**src/rtl/fetch_stage.sv**
```systemverilog
// Instruction-fetch stage: owns the PC, drives the instruction memory address and
// fills the IF/ID pipeline register, with stall hold, redirect flush and fetch counting.
module fetch_stage #(
    parameter logic [31:0] RESET_PC  = 32'h0000_0000,
    parameter logic [31:0] NOP_INSTR = 32'h0000_0013,
    parameter int unsigned COUNT_W   = 32
) (
    input  logic               clk,
    input  logic               rst,
    input  logic               stall,
    input  logic               branch_taken,
    input  logic [31:0]        branch_target,
    input  logic [31:0]        imem_instr,
    output logic [31:0]        imem_addr,
    output logic [31:0]        pc_current,
    output logic [31:0]        if_id_pc,
    output logic [31:0]        if_id_pc_plus4,
    output logic [31:0]        if_id_instr,
    output logic               if_id_valid,
    output logic [COUNT_W-1:0] fetch_count
);

    localparam int unsigned XLEN = 32;

    typedef struct packed {
        logic [XLEN-1:0] pc;
        logic [XLEN-1:0] pc_plus4;
        logic [XLEN-1:0] instr;
        logic            valid;
    } if_id_t;

    logic [XLEN-1:0]    pc_q;
    logic [XLEN-1:0]    pc_plus4;
    logic [XLEN-1:0]    redirect_pc;
    if_id_t             if_id_q;
    logic [COUNT_W-1:0] count_q;

    // PC arithmetic wraps modulo 2^32; redirect targets are silently word-aligned.
    assign pc_plus4    = pc_q + XLEN'(4);
    assign redirect_pc = {branch_target[XLEN-1:2], 2'b00};

    // Priority: reset, then redirect (beats stall), then stall hold, else advance.
    always_ff @(posedge clk) begin
        if (rst) begin
            pc_q             <= RESET_PC;
            if_id_q.pc       <= '0;
            if_id_q.pc_plus4 <= '0;
            if_id_q.instr    <= NOP_INSTR;
            if_id_q.valid    <= 1'b0;
            count_q          <= '0;
        end else if (branch_taken) begin
            pc_q             <= redirect_pc;
            if_id_q.pc       <= '0;
            if_id_q.pc_plus4 <= '0;
            if_id_q.instr    <= NOP_INSTR;
            if_id_q.valid    <= 1'b0;
        end else if (!stall) begin
            pc_q             <= pc_plus4;
            if_id_q.pc       <= pc_q;
            if_id_q.pc_plus4 <= pc_plus4;
            if_id_q.instr    <= imem_instr;
            if_id_q.valid    <= 1'b1;
            count_q          <= count_q + COUNT_W'(1);
        end
    end

    assign imem_addr      = pc_q;
    assign pc_current     = pc_q;
    assign if_id_pc       = if_id_q.pc;
    assign if_id_pc_plus4 = if_id_q.pc_plus4;
    assign if_id_instr    = if_id_q.instr;
    assign if_id_valid    = if_id_q.valid;
    assign fetch_count    = count_q;

endmodule

```
**config.mk**
```make
export PLATFORM = sky130hd
export DESIGN_NAME = fetch_stage
export DESIGN_NICKNAME = d
export VERILOG_FILES = /design/src/rtl/fetch_stage.sv
export SDC_FILE = /design/constraint.sdc
export NUM_CORES = 1
export LEC_CHECK = 0
export CAP_MARGIN = 40
export CORE_ASPECT_RATIO = 0.75
export CORE_MARGIN = 2
export CORE_UTILIZATION = 46
export DETAILED_ROUTE_END_ITERATION = 6
export HOLD_SLACK_MARGIN = 0.03
export PLACE_DENSITY_LB_ADDON = 0.25
export REMOVE_ABC_BUFFERS = 1
export SYNTH_ARGS = -nofsm -noshare
export SYNTH_HDL_FRONTEND = slang
export SYNTH_SLANG_ARGS = --single-unit
```
**constraint.sdc**
```tcl
create_clock -name clk -period 3.3 [get_ports clk]
set_input_delay 0.66 -clock clk [delete_from_list [all_inputs] [get_ports clk]]
set_output_delay 0.66 -clock clk [all_outputs]
set_load 0.01 [all_outputs]
```
Word-level counts from Yosys, hierarchy flattened
Index checks and enable logic that the tools add are counted.
{"block": "op_classes", "n_lt_le_gt_ge": 0, "reduce_logical": 2, "n_addsub": 2, "bitwise": 2, "n_shift": 0, "n_mul": 0, "n_div": 0, "eq_ne": 1, "muxes": 2}
{"cell": "two-way mux 32 bit", "n": 2}
{"cell": "adder 32 x 1 -> 32 bit (second input constant)", "n": 1}
{"cell": "adder 32 x 3 -> 32 bit (second input constant)", "n": 1}
{"cell": "inequality test 2 x 1 -> 1 bit (second input constant)", "n": 1}
{"cell": "NOT 1 bit", "n": 2}
{"cell": "AND reduction 2 bit", "n": 1}
{"cell": "OR reduction 2 bit", "n": 1}
{"block": "word_totals", "wordCells": 16, "latch_bits": 0, "mem_count": 0, "mem_bits_ro": 0, "mem_bits_rw": 0, "inputBits": 68, "regBits": 161}

Depth between registers and ports, before layout
{"block": "logic_depth", "depth_word": 3, "depth_mapped": 7, "depth_no_buf": 5}

Least setup slack after synthesis
Ideal clock, no wire load.
{"block": "synth_timing", "kind": "input to register", "startpoint": "input port stall", "endpoint": "register count_q[26] (netlist: fetch_count[26])", "arrival_time_ns": 2.308, "setup_slack_ns": 0.871, "required_ns": 3.179, "path_stages": 5, "setup_time_ns": 0.121, "cell_sequence": "or3b_4 or4_1 buf_2 nor4_1 mux2_2"}
{"block": "synth_via", "elab_chain_len": 2}
{"element": "from (decl)", "line_no": "10", "text": "input logic stall,"}
{"element": "NOT 1 bit (no line)"}
{"element": "AND reduction 2 bit (no line)"}
{"element": "to (signal assigned)", "line_no": "63", "text": "count_q <= count_q + COUNT_W'(1);"}
{"element": "to (decl)", "line_no": "36", "text": "logic [COUNT_W-1:0] count_q;"}
Every way passes these cells.
A chain may end at the register's enable or synchronous reset.

Worst setup path after layout
{"block": "layout_timing", "startpoint": "input port branch_taken", "endpoint": "register count_q[26] (netlist: fetch_count[26])"}
{"block": "layout_via", "elab_chain_len": 2}
{"element": "from (decl)", "line_no": "11", "text": "input logic branch_taken,"}
{"element": "NOT 1 bit (no line)"}
{"element": "AND reduction 2 bit (no line)"}
Every way passes these cells.

==> run metrics <==
gr ovfl total 0; # DRC 0; Mapped Cells roughly 860; Hold Crit Class register to register; Iter 0 DRT Violations about 580; First-pass DRT Iterations 5; post-synthesis adder-cell area fraction 0.3393%; RSZ-0062 raised after global routing no; Fill cells 1357; Die Footprint 17070 um2; Worst-Margin Slew 0.5657 ns; # port buffers 250; Area growth syn-to-layout 41.63%; Synth Area in Compound Gates approximately 15%; die height 113.7 um; number of synthesized register bits 155; sequential power share 43.2%; Final nets 1123; xor and xnor area share after synthesis 3.206%; Post-CTS Hold Buffers 0; H-tree Lvls 4; CTS tree built; mux contribution to synthesized area 8.075%; Post-CTS Repair Setup Buffers 0; sequential fraction of the synthesis area 42.07%; CTS Root Cell clkbuf_16; Final GP Congestion roughly 0.87; Yosys top cell area share 42.07%; final hold viol count 0; Worst EP required 3.61 ns; TNS Setup 0 ns; number of clock sinks 155; Total Wirelength between 20000 and 25000 um; Comb pwr share 12.4%; post-DP HPWL 15300 um; utilization after layout 65.84%; Crit Path Class primary input to register; final setup vio count 0; total power 0.004661 W; PD cells 446.2 nW/um2; Async SR Flop Fraction 0%; post_cts resized 0; P_int 0.003525 W; ant diodes 0; Clk pwr share around 45%; DR WL/cell 17.01 um; layout cells sized above 1 6.473%; Num CTS Buffers 17; DP Cell Count 1244; Mapped Area 7376 um2; gr usage total 25.72%; Max transition margin 61.76%; Reg clk slew, reported paths 0.06 ns; Vias per Instance 5.564; row cnt 40; CP endpoint kind register; Synth area leaders dfxtp_1 (42%), mux2i_1 (7.5%), nor2_1 (5.2%); Finished Layout Cells 1276; CP max FO 13; max_cap viols 0; io pins 261; Yosys top cell by area dfxtp_1; maximum operating frequency about 0.37 GHz; Netlist cell types 55; Placement Setup Slack 0.1502 ns; largest net degree at the start of global routing 67; global-route wire length before repair approximately 35000 um; syn_area_per_cell 8.567 um2; NetSw 0.001137 W; Pleak between 3 and 4 nW; clk_skew 0.009634 ns; Max VDD drop 0.3956 mV; worst path arrival time about 3.0 ns; Antenna Nets Post-Route 0; die width between 150 and 200 um; Sw Ratio 24.38%; worst skew pair latency 0.42 ns; vias in the first global route 6647; largest family of logic cells by synthesized area simple AND/OR/NAND/NOR gates; simple-gate portion of the synthesized area between 20% and 30%; R2R setup slack 0.73 ns; CP startpoint kind primary input; Slew Limit Fails 0; Final period util 81.85%; clock buffer depth 2; Synth Warn # 0; run status finished clean; final setup margin about 0.6 ns; final period demand of the worst path approximately 2.7 ns; number of synthesized flops with an enable pin 0; initial antenna violation count 0; core area 15870 um2; DR vias roughly 7000; ys flop type dfxtp_1; initial core utilization 46.49%
==> flip-flops by register name, summed over array words and instances, names as in the netlist <==
name,count
if_id_valid,1
imem_addr,30
if_id_pc_plus4,30
if_id_pc,30
fetch_count,32
if_id_instr,32
==> cell families (layout without fill, tap and decap cells) <==
| family | after synthesis | in the layout |
|---|---|---|
| other | 1 | 8 |
| flip-flops | 155 | 155 |
| AO/OA/AOI/OAI | 164 | 164 |
| multiplexers | 59 | 59 |
| buffers and inverters | 126 | 324 |
| adder cells (fa/ha/maj) | 2 | 2 |
| XOR/XNOR | 27 | 27 |
| AND/OR/NAND/NOR | 327 | 327 |
==> layout by cell type, fill, tap and decap left out, types with 4 or more instances in the layout <==
cell type,netlist,layout
nand4_1,28,28
mux2i_1,55,55
o31ai_1,27,27
nor2b_1,11,11
a311oi_1,19,19
conb_1,1,8
a21oi_1,38,38
and4_1,10,10
mux2_2,4,4
nor4_1,18,18
nand2_1,54,53
o21ai_0,37,37
and3_1,11,11
nor2_1,102,101
inv_1,12,12
a31oi_1,14,14
buf_4,38,28
xnor2_1,16,16
a211oi_1,6,6
dfxtp_1,155,155
xor2_1,11,11
clkbuf_16,0,17
clkdlybuf4s50_1,0,248
or3_1,11,11
nand3_1,21,21
or4_1,29,29
clkbuf_8,0,4
nand2b_1,5,5
nor3_1,16,16
==> stage by stage <==
step / area [um2] / hold slack, ns
floorplan: 6819 / 0.4827
global placement: 9824 / 0.4509
detailed placement: 9824 / 0.4570
CTS: 10450 / 0.4687
global route: 10450 / 0.4823
finish: 10450 / 0.4607
==> worst paths after layout <==
path	start	endpoint	depth (start not counted)
worst min register to register	if_id_pc_plus4[5]	if_id_pc_plus4[5]	2
worst min-delay path	if_id_pc_plus4[5]	if_id_pc_plus4[5]	2
worst max-delay path	branch_taken	fetch_count[26]	5
worst max register to register	fetch_count[0]	fetch_count[26]	5
==> critical path: stages <==
cell,delay (ns)
clkdlybuf4s50_1,0.46
or3b_4,0.42
or4_1,0.73
nor4_1,0.36
mux2_2,0.38
==> per-layer routing <==
| layer | GRT usage [%] | wire length [um] | vias up |
|---|---|---|---|
| met2 | 39.30 | 9468 | 292 |
| met1 | 34.67 | 9662 | 3300 |
| met3 | 7.880 | 2098 | 36 |
| met5 | 0 | 0 | - |
| li1 | - | - | 3472 |
| met4 | 8.742 | 476 | 0 |
==> power groups by stage <==
stage	clock network (W)	logic (W)	registers, W
2_1_floorplan	0	0.000164	0.00208
3_3_place_gp	0	0.000570	0.00205
3_5_place_dp	0	0.000577	0.00205
4_1_cts	0.00210	0.000580	0.00201
5_1_grt	0.00218	0.000625	0.00202
6_report	0.00207	0.000577	0.00201
==> synthesized netlist by cell type, types with 3 or more instances <==
cell and count:
nand3_1 21, o21ai_0 37, and4_1 10, a21oi_1 38, o211a_1 3, buf_4 38
mux2_2 4, nand4_1 28, o31ai_1 27, dfxtp_1 155, nor4_1 18, o211ai_1 3
a211oi_1 6, nor3_1 16, a2111oi_0 3, inv_1 12, and3_1 11, nor2_1 102
buf_1 6, xor2_1 11, mux2i_1 55, xnor2_1 16, a311oi_1 19, nand2b_1 5
clkbuf_1 61, buf_2 6, nor2b_1 11, or3_1 11, nand2_1 54, or4_1 29
a31oi_1 14
==> layout make-up <==
class	count	area, um2	share of cell area [%]
inverter	13	48.80	0.4671
timing repair buffer	279	2738	26.21
sequential	155	3103	29.70
multi-input combinational	587	3672	35.15
clock inverter	9	133.9	1.282
clock buffer	23	488.0	4.671
tap	210	262.8	2.515
Power figures use the tool's default switching activity.
